--- src/rtl/ifetch_queue.sv ---
// Instruction fetch stage: one outstanding imem request at a time, returned
// {pc, instr} pairs buffered in a DEPTH-entry FIFO toward decode.
module ifetch_queue #(
    parameter int DEPTH  = 4,
    parameter int ADDR_W = 32,
    parameter int DATA_W = 32
) (
    input  logic              clk,
    input  logic              reset,
    input  logic [ADDR_W-1:0] fetch_addr,
    input  logic              flush,
    output logic              pc_hold,
    output logic              imem_req,
    output logic [ADDR_W-1:0] imem_addr,
    input  logic              imem_gnt,
    input  logic              imem_rvalid,
    input  logic [DATA_W-1:0] imem_rdata,
    output logic              id_valid,
    output logic [DATA_W-1:0] id_instr,
    output logic [ADDR_W-1:0] id_pc,
    input  logic              id_ready
);
    localparam int PW = $clog2(DEPTH);
    localparam logic [PW:0] CNT_FULL = (PW+1)'(DEPTH);

    typedef enum logic [1:0] {IDLE, REQ, WAIT, DRAIN} state_t;

    state_t            r_state, w_state_nxt;
    logic [ADDR_W-1:0] r_req_pc;
    logic [ADDR_W-1:0] r_pc_mem  [DEPTH];
    logic [DATA_W-1:0] r_ins_mem [DEPTH];
    logic [PW-1:0]     r_wr_ptr, r_rd_ptr;
    logic [PW:0]       r_count;
    logic              w_push, w_pop, w_latch;

    // A request only starts with a free slot, so a response always fits.
    assign w_latch = (r_state == IDLE) && !flush && (r_count < CNT_FULL);
    assign w_push  = (r_state == WAIT) && imem_rvalid && !flush;
    assign w_pop   = (r_count != '0) && id_ready;

    always_comb begin
        w_state_nxt = r_state;
        case (r_state)
            IDLE:    if (w_latch) w_state_nxt = REQ;
            REQ: begin
                if (imem_gnt)   w_state_nxt = flush ? DRAIN : WAIT;
                else if (flush) w_state_nxt = IDLE;
            end
            WAIT: begin
                if (imem_rvalid) w_state_nxt = IDLE;
                else if (flush)  w_state_nxt = DRAIN;
            end
            DRAIN:   if (imem_rvalid) w_state_nxt = IDLE;
            default: w_state_nxt = IDLE;
        endcase
    end

    always_ff @(posedge clk) begin
        if (reset) begin
            r_state  <= IDLE;
            r_req_pc <= '0;
        end else begin
            r_state <= w_state_nxt;
            if (w_latch) r_req_pc <= fetch_addr;
        end
    end

    // Flush beats push/pop; the push is already masked by flush.
    always_ff @(posedge clk) begin
        if (reset || flush) begin
            r_wr_ptr <= '0;
            r_rd_ptr <= '0;
            r_count  <= '0;
        end else begin
            if (w_push) r_wr_ptr <= r_wr_ptr + 1'b1;
            if (w_pop)  r_rd_ptr <= r_rd_ptr + 1'b1;
            case ({w_push, w_pop})
                2'b10:   r_count <= r_count + 1'b1;
                2'b01:   r_count <= r_count - 1'b1;
                default: r_count <= r_count;
            endcase
        end
    end

    always_ff @(posedge clk) begin
        if (w_push && !reset) begin
            r_pc_mem[r_wr_ptr]  <= r_req_pc;
            r_ins_mem[r_wr_ptr] <= imem_rdata;
        end
    end

    assign imem_req  = (r_state == REQ);
    assign imem_addr = r_req_pc;
    assign pc_hold   = !w_push;
    assign id_valid  = (r_count != '0);
    assign id_pc     = id_valid ? r_pc_mem[r_rd_ptr]  : '0;
    assign id_instr  = id_valid ? r_ins_mem[r_rd_ptr] : '0;
endmodule

--- config.mk ---
export PLATFORM = sky130hd
export DESIGN_NAME = ifetch_queue
export DESIGN_NICKNAME = d
export VERILOG_FILES = /design/src/rtl/ifetch_queue.sv
export SDC_FILE = /design/constraint.sdc
export NUM_CORES = 1
export LEC_CHECK = 0
export BUFFER_PORTS_ARGS = -buffer_cell sky130_fd_sc_hd__buf_4
export CAP_MARGIN = 25
export CORE_MARGIN = 2
export CORE_UTILIZATION = 45
export DETAILED_ROUTE_END_ITERATION = 8
export PLACE_DENSITY = 0.62
export SYNTH_ARGS = -nofsm -noshare
export SYNTH_HDL_FRONTEND = slang
export SYNTH_SLANG_ARGS = --single-unit
export TNS_END_PERCENT = 1
--- constraint.sdc ---
create_clock -name clk -period 4.6 [get_ports clk]
set_input_delay 1.38 -clock clk [delete_from_list [all_inputs] [get_ports clk]]
set_output_delay 1.38 -clock clk [all_outputs]
set_load 0.03 [all_outputs]
==> flow_summary.toml, run 1 <==
[placement]
dp_hpwl_um = 13600
numPortBuffers = 168
routabilityCongestion = 0.708

[clock_tree]
post_cts_resized = 0
cts_setup_buffers = 0
cts_root_buf = "clkbuf_16"
cts_max_path_buffers = 3
cts_buffers = 30
htree_num_levels = 1
clk_pin_slew_ns = 0.06
postCtsHoldBufs = 0
clkLatencyLatePin_ns = 0.54
clock_sinks = 299
cts_tree = "yes"

[timing]
fin_crit_sh = 0.846
min_period_ns = 3.89
max_slew_margin = 0.326
hold_viol = 0
maxSlewViolCount = 0
setup_violations = 0
skew_ns = 0.00680
worst_pin_slew_ns = 1.01
fmax_ghz = 0.257
tns_ns = 0
rsz0062_at_grt = "no"

[floorplanning]
dieArea_mm2 = 0.0265
chipWidth_um = 163
rows = 58
coreArea_mm2 = 0.0250
die_h_um = 163
pin_count = 169
initial_core_util = 0.454

[worst_setup_path]
crit_type = "flop to output pin"
end_kind = "output pin"
critPathSlowestCell = "dfxtp_4"
cp.arrival_ns = 2.51
path_cells = "buf_4 > mux4_2 > and2_1 > buf_4"
cp_top_family = "flip-flops"
cp_num_buf_inv = 2
critPathMaxStageDelay_ns = 0.63
required_ns = 3.22
crit_path_max_fanout = 21
start_kind = "flop"
path_common_cell = "buf_4"

[routing]
wl_um = 22500
viasPerCell = 5.14
drc_errors = 0
num_vias = 5859
wl_per_cell_um = 19.7
ant_nets = 0
first_pass_iters = 4
first_iter_violations = 459

[cells_and_area]
n_fill_cell = 1926
layout-drive-gt1-share = 0.375
area_growth_pct = 25.3
layout.nets = 861
diodes = 0

[power_and_ir_drop]
switching_share = 0.189
p_sw_w = 0.00115
sequentialPowerShare = 0.492
total_power_w = 0.00611
clkPwrFrac = 0.472
intPower_w = 0.00496
p_comb_frac = 0.036
power_density_mw_per_mm2 = 430
vdd_drop_max_v = 0.000261
leakagePower_nw = 4.93

[global_route]
gr-total-overflow = 0
antenna_found_initial = 0
grt_max_degree = 65
grt_pass1_wl_um = 34800
first_global_vias = 6087
grt.total_usage = 0.172

[logic_synthesis]
synth_edf_count = 256
synth.distinct_cells = 31
synth_nets = 685
syn-mean-instance-area_um2 = 18.6
netlist_area_mm2 = 0.0113
yosys_warnings = 0
yosysTopAreaCellShare = 0.678
synthArstFlopShare = 0
netlist_instances = 609
synth.largest_area_cell = "edfxtp_1"
synthFlopType = "edfxtp_1"
synthTopCellsByArea = "edfxtp_1 68%, mux4_2 13%, dfxtp_1 7.6%"
synth_seq_area_share = 0.754
ys_ff_latch = 299

[status]
status = "finished, final reports clean"

[worst_hold_path]
hold_class = "flop to flop"

[flow_run]
maxCapViolCount = 0
## worst paths after layout
path / start / to / slack, ns / depth (start not counted)
setup / recovery: flop / id_pc[5] / 0.71 / 4
hold / removal: imem_addr[17]$_SDFFE_PP0P_ / imem_addr[17]$_SDFFE_PP0P_ / 0.52 / 2
setup reg to reg: r_state[1]$_SDFFE_PP0P_ / r_pc_mem[0][5]$_DFFE_PP_ / 2.39 / 4
hold reg to reg: imem_addr[17]$_SDFFE_PP0P_ / imem_addr[17]$_SDFFE_PP0P_ / 0.52 / 2
## cells in the final DEF, fill, tap and decap left out, drive strengths merged, types with 2 or more instances in the layout
cell      Yosys  routed
inv           6       7
clkbuf       13      32
a21oi        36      36
ha            5       5
or2           2       2
clkinv        0       8
or3           2       2
nand2        64      64
nor2b         2       2
edfxtp      256     256
mux4         64      64
clkinvlp      0       3
nor2         11      11
dfxtp        43      43
bufinv        0      12
buf          20     177
xor2          5       5
and2         68      68
## layout make-up
type                            instances  area [µm²]  share of cell area
Timing Repair Buffer                  177        1400              0.0988
Clock inverter                         24         427              0.0300
Sequential cell                       299        8560               0.602
Multi-Input combinational cell        271        2610               0.183
Tap cell                              330         413              0.0291
Clock buffer                           32         779              0.0549
Inverter                                6        22.5             0.00159
## state kept, by name, indices dropped and copies added (netlist names), named ones only
signal,count
r_pc_mem,128
imem_addr,32
r_ins_mem,128
r_state,2
r_wr_ptr,2
r_count,3
r_rd_ptr,2
## synth_stat cells (5+ instances only)
library cell	instances
buf_2	6
clkbuf_1	12
a21oi_1	36
buf_4	7
xor2_1	5
ha_1	5
mux4_2	64
nor2_1	11
inv_1	6
edfxtp_1	256
dfxtp_1	43
nand2_1	64
and2_1	68
## cell families (layout without fill, tap and decap cells)
kind of cell,count (synthesis),in the layout,synth area share
XOR/XNOR,6,6,0.00463
buffers and inverters,39,239,0.0180
AND/OR/NAND/NOR,153,153,0.0689
adder cells (fa/ha/maj),6,6,0.00728
multiplexers,65,65,0.128
AO/OA/AOI/OAI,41,41,0.0193
flip-flops,299,299,0.754
## power groups by stage
| stage | Combinational [W] | Clock (W) | Sequential [W] |
|---|---|---|---|
| finish | 0.000220 | 0.00288 | 0.00300 |
| global route | 0.000238 | 0.00305 | 0.00301 |
| CTS | 0.000223 | 0.00294 | 0.00300 |
| detailed placement | 0.000222 | 0 | 0.00306 |
| global placement | 0.000216 | 0 | 0.00306 |
| floorplan | 0.0000720 | 0 | 0.00309 |
## layer usage
layer	part of all wire	GRT usage
met1	0.44	0.248
met2	0.48	0.276
met3	0.068	0.0313
met4	0.018	0.0390
met5	0	0
## metrics by stage
stage	hold slack [ns]	setup WS, ns	cell area (µm²)	instances	utilization
finish	0.516	0.707	14200	1139	0.569
global route	0.545	0.549	14200	1139	0.569
CTS	0.523	0.633	14200	1139	0.569
detailed placement	0.508	1.01	13000	1083	0.521
global placement	0.493	1.03	13000	1082	0.520
floorplan	0.485	0.502	11300	609	-
## worst reg2reg max path, delay by kind of cell, from the launching register on
kind | cells | cell delay (ns)
buf+inv | 1 | 0.31
flops | 1 | 0.47
simple gates | 3 | 1.13
Power figures use the tool's default switching activity.
==> inputs of run 2 (changes only) <==
Settings changed: ABC_AREA set to 1, PLACE_DENSITY 0.62 to 0.65.
Clock period 4.6 ns to 3.15 ns, I/O delays scaled along.
==> run 2 against run 1 <==
Count of clock-buffer cells in the layout grew 9. Wire length rose by 18%. Clock power grew 26%. Utilization increased by 0.85 points. Largest cell class unchanged. Die area increased by 2.0%. Sequential share of layout area fell by 1.4 points.
==> flow_summary.toml, run 2 <==
[logic_synthesis]
synth_nets = 1065
netlist_instances = 989
synth_seq_area_share = 0.739
ys_ff_latch = 299
synthFlopType = "edfxtp_1"
synth.largest_area_cell = "edfxtp_1"
yosysTopAreaCellShare = 0.664
netlist_area_mm2 = 0.0116
synth_edf_count = 256
synthTopCellsByArea = "edfxtp_1 66%, nor2_1 11%, dfxtp_1 7.4%"
syn-mean-instance-area_um2 = 11.7
yosysMostFrequentCell = "nor2_1"
yosys_warnings = 0
synth.distinct_cells = 22
synth_common_cells = "334 x nor2_1, 256 x edfxtp_1, 158 x o21ai_0"
synthArstFlopShare = 0

[timing]
max_slew_margin = 0.554
hold_viol = 0
fmax_ghz = 0.329
rsz0062_at_grt = "yes"
skew_ns = 0.00540
setup_violations = 0
fin_crit_sh = 0.965
min_period_ns = 3.04
maxSlewViolCount = 0
worst_pin_slew_ns = 0.668

[cells_and_area]
area_growth_pct = 25.7
final_cell_mix = "330 x nor2_1, 256 x edfxtp_1, 183 x buf_4"
layout.nets = 1239
post-route-util = 0.578
final_cells = 1515
diodes = 0
final_common_cell = "nor2_1"
layout-drive-gt1-share = 0.225

[clock_tree]
cts_buffers = 29
clock_sinks = 299
clk_pin_slew_ns = 0.06
cts_max_path_buffers = 3
htree_num_levels = 1
cts_root_buf = "clkbuf_16"
clkLatencyLatePin_ns = 0.53
cts_tree = "yes"

[worst_setup_path]
required_ns = 2.20
start_kind = "flop"
end_kind = "output pin"
crit_type = "flop to output pin"
crit_path_max_fanout = 43
cp.arrival_ns = 2.10
reg2reg_from = "r_count[2]$_SDFFE_PP0P_"
r2r_cells = 11

[routing]
num_vias = 7786
drc_errors = 0
wl_um = 26500
first_pass_iters = 5
viasPerCell = 5.14
ant_nets = 0
first_iter_violations = 603
wl_per_cell_um = 17.5

[global_route]
use_met2 = 0.325
grt.total_usage = 0.192
grt_max_degree = 87
first_global_vias = 7396
grt-busiest-layer = "met2"
grtUsageMet3 = 0.0381
antenna_found_initial = 1
gr-total-overflow = 0
grt_pass1_wl_um = 40000
grtUsageMet1 = 0.255

[power_and_ir_drop]
leakagePower_nw = 5.47
power_density_mw_per_mm2 = 645
vdd_drop_max_v = 0.000540

[floorplanning]
die_h_um = 164
rows = 58
dieArea_mm2 = 0.0270
initial_core_util = 0.459
chipWidth_um = 164
coreArea_mm2 = 0.0252
pin_count = 169

[placement]
numPortBuffers = 168
dp_hpwl_um = 15600
dp_cells = 1460
routabilityCongestion = 0.728

[status]
status = "finished, final reports clean"

[worst_hold_path]
hold_class = "flop to flop"
holdPathStages = 0
min_from = "imem_addr[21]$_SDFFE_PP0P_"

[flow_run]
maxCapViolCount = 0
-- run 2: cell count changes after synthesis, sizes merged, moves of 20 or more --
| cell | delta |
|---|---|
| mux4 | -64 |
| nand2 | -51 |
| o21ai | +165 |
| inv | +20 |
| a21oi | +38 |
| nor2 | +323 |
| and2 | -68 |
-- run 2: logic make-up (layout without fill, tap and decap cells) --
kind of cell	Yosys count	count (layout)	share of synthesized area
buffers and inverters	84	280	0.0304
DFF	299	299	0.739
adders and majority gates	6	6	0.00714
AOI/OAI and AO/OA	241	241	0.104
and+or+nand+nor	359	359	0.119
-- run 2: report_power, final --
group          internal, W  switching (W)  total [W]
logic             0.000359       0.000692    0.00105
clock network      0.00221        0.00143    0.00363
registers          0.00452       0.000173    0.00470
-- run 2: area by class of cell --
cell class                 count  area (µm²)
fill                        2077       10600
sequential                   299        8550
multi-input combinational    606        2700
timing repair buffer         200        1730
clock buffer                  41         925
tap                          330         413
clock inverter                12         121
inverter                      27         103
-- run 2: metrics by stage --
step	instance area, µm²	setup slack, ns	total power, W	TNS [ns]	hold slack (ns)
floorplan	11600	-0.452	0.00536	-115.67	0.482
global placement	13500	0.615	0.00582	0	0.494
detailed placement	13500	0.609	0.00584	0	0.516
CTS	14500	0.0582	0.00946	0	0.528
global route	14500	-0.00279	0.00971	-0.00279	0.540
finish	14500	0.109	0.00938	0	0.522
-- run 2: metal layers --
layer | vias up | part of all wire
li1 | 3801 | -
met2 | 249 | 0.49
met1 | 3702 | 0.42
met4 | 2 | 0.019
met5 | - | 0.00030
met3 | 32 | 0.071
-- run 2: timing repair --
item                       in CTS  in global routing
setup endpoints to repair       0                 18
gates resized for setup         0                  2
buffers inserted                0                  1
hold buffers                    0                  0
-- run 2: worst paths after layout --
path	slack [ns]	endpoint
setup / recovery	0.11	id_pc[28]
hold / removal	0.52	r_pc_mem[3][21]$_DFFE_PP_
setup reg to reg	1.06	r_count[2]$_SDFFE_PP0P_
hold reg to reg	0.52	r_pc_mem[3][21]$_DFFE_PP_
-- run 2: worst max-delay path, cell delays in order, from the launching register on --
cell and delay (ns):
dfxtp_2 0.36, inv_2 0.20, buf_12 0.28, nor2_1 0.12
o21ai_0 0.08, a21oi_1 0.28, buf_4 0.23
==> inputs of run 3 (changes only) <==
--- a/config.mk
+++ b/config.mk
@@ -13,4 +13,5 @@
 export DETAILED_ROUTE_END_ITERATION = 8
 export PLACE_DENSITY = 0.65
+export RECOVER_POWER = 50
 export SYNTH_ARGS = -nofsm -noshare
 export SYNTH_HDL_FRONTEND = slang
==> constraint.sdc (replaced) <==
create_clock -name clk -period 3.15 [get_ports clk]
set_input_delay 0.1575 -clock clk [delete_from_list [all_inputs] [get_ports clk]]
set_output_delay 0.1575 -clock clk [all_outputs]
set_load 0.03 [all_outputs]
==> run 3 against run 2 <==
Utilization increased by 0.14 points. Worst setup slack better by 0.46 ns. Count of clock-buffer cells in the layout is 6 higher. Non-clock buffer count up 50. Fmax increased by 18%. Sequential cell count stayed put. Die area unchanged. Critical path depth shrank 1. Cell area increased by 0.24%. Cell count up 3.4%. Critical path type unchanged.
==> flow_summary.toml, run 3 (same netlist as run 2, synthesis figures left out) <==
[timing]
min_period_ns = 2.59
rsz0062_at_grt = "no"
setup_violations = 0
maxSlewViolCount = 0
hold_viol = 0
holdWs_ns = 0.00967
fin_ws_ns = 0.564
skew_ns = 0.00976
max_slew_margin = 0.157
fmax_ghz = 0.387
worst_pin_slew_ns = 1.26
fin_crit_sh = 0.821

[floorplanning]
dieArea_mm2 = 0.0270
pin_count = 169
chipWidth_um = 164
rows = 58
initial_core_util = 0.459
coreArea_mm2 = 0.0252
die_h_um = 164

[cells_and_area]
layout-drive-gt1-share = 0.133
final_cell_mix = "330 x nor2_1, 256 x edfxtp_1, 158 x o21ai_0"
final_common_cell = "nor2_1"
layout.nets = 1290
area_growth_pct = 26.0
final_cells = 1566
diodes = 0
post-route-util = 0.579

[clock_tree]
postCtsHoldBufs = 67
htree_num_levels = 1
cts_tree = "yes"
post_cts_resized = 0
clock_sinks = 299
cts_setup_buffers = 0
cts_max_path_buffers = 3
clk_pin_slew_ns = 0.06
cts_buffers = 30
clkLatencyLatePin_ns = 0.54
cts_root_buf = "clkbuf_16"

[worst_setup_path]
cp.arrival_ns = 2.43
start_kind = "flop"
crit_path_max_fanout = 38
required_ns = 2.99
end_kind = "output pin"
crit_type = "flop to output pin"

[placement]
dp_hpwl_um = 14500
dp_cells = 1445
routabilityCongestion = 0.741
pre_cts_ws_ns = 0.797
numPortBuffers = 168

[power_and_ir_drop]
leakagePower_nw = 5.30
total_power_w = 0.00914
power_density_mw_per_mm2 = 627
vdd_drop_max_v = 0.000407

[global_route]
grt_pass1_wl_um = 40900
first_global_vias = 7676
antenna_found_initial = 0
gr-total-overflow = 0
grt.total_usage = 0.196
grt_max_degree = 129

[routing]
wl_per_cell_um = 16.9
wl_met1_um = 11300
met3_length_um = 1690
wl_um = 26400
viasPerCell = 5.06
ant_nets = 0
num_vias = 7922
met2WireLength_um = 12800
drc_errors = 0
routed.top_layer = "met4"
first_pass_iters = 5
first_iter_violations = 584

[worst_hold_path]
hold_class = "input port to flop"

[status]
status = "finished, final reports clean"

[flow_run]
maxCapViolCount = 0
[run 3: worst max-delay path, cell delays in order, from the launching register on]
cell,delay [ns]
dfxtp_2,0.78
buf_4,0.56
nor2_1,0.09
o21ai_0,0.09
a21oi_1,0.15
buf_4,0.21
[run 3: stage by stage]
step	TNS, ns	instance area, µm²
2_1_floorplan	-168.22	11600
4_1_cts	0	14800
5_1_grt	0	14600
6_report	0	14600
3_5_place_dp	0	13200
3_3_place_gp	0	13200
[run 3: layer usage]
layer | global-route usage | vias to the layer above
met5 | 0 | -
met4 | 0.0510 | 0
met3 | 0.0313 | 42
met2 | 0.331 | 238
met1 | 0.265 | 3746
li1 | - | 3896
[run 3: power by group]
part	total [W]	internal [W]	switching, W
combinational	0.00100	0.000302	0.000700
sequential	0.00470	0.00452	0.000180
clock	0.00343	0.00204	0.00139
total	0.00914	0.00686	0.00227
[run 3: final timing paths]
| kind | startpoint | slack [ns] | depth (start not counted) | end |
|---|---|---|---|---|
| max | flop | 0.56 | 5 | id_pc[31] |
| min reg2reg | r_count[2]$_SDFFE_PP0P_ | 0.51 | 2 | r_count[2]$_SDFFE_PP0P_ |
| max reg2reg | r_state[1]$_SDFFE_PP0P_ | 1.09 | 3 | r_pc_mem[1][30]$_DFFE_PP_ |
| min | flush | 0.01 | 4 | flop |
[run 3: cell type report]
cell class | instances | area (µm²)
Clock buffer | 47 | 867
Clock inverter | 7 | 82.6
Fill cell | 2098 | 10600
Inverter | 27 | 103
Multi-Input combinational cell | 606 | 2690
Sequential cell | 299 | 8550
Tap cell | 330 | 413
Timing Repair Buffer | 250 | 1880
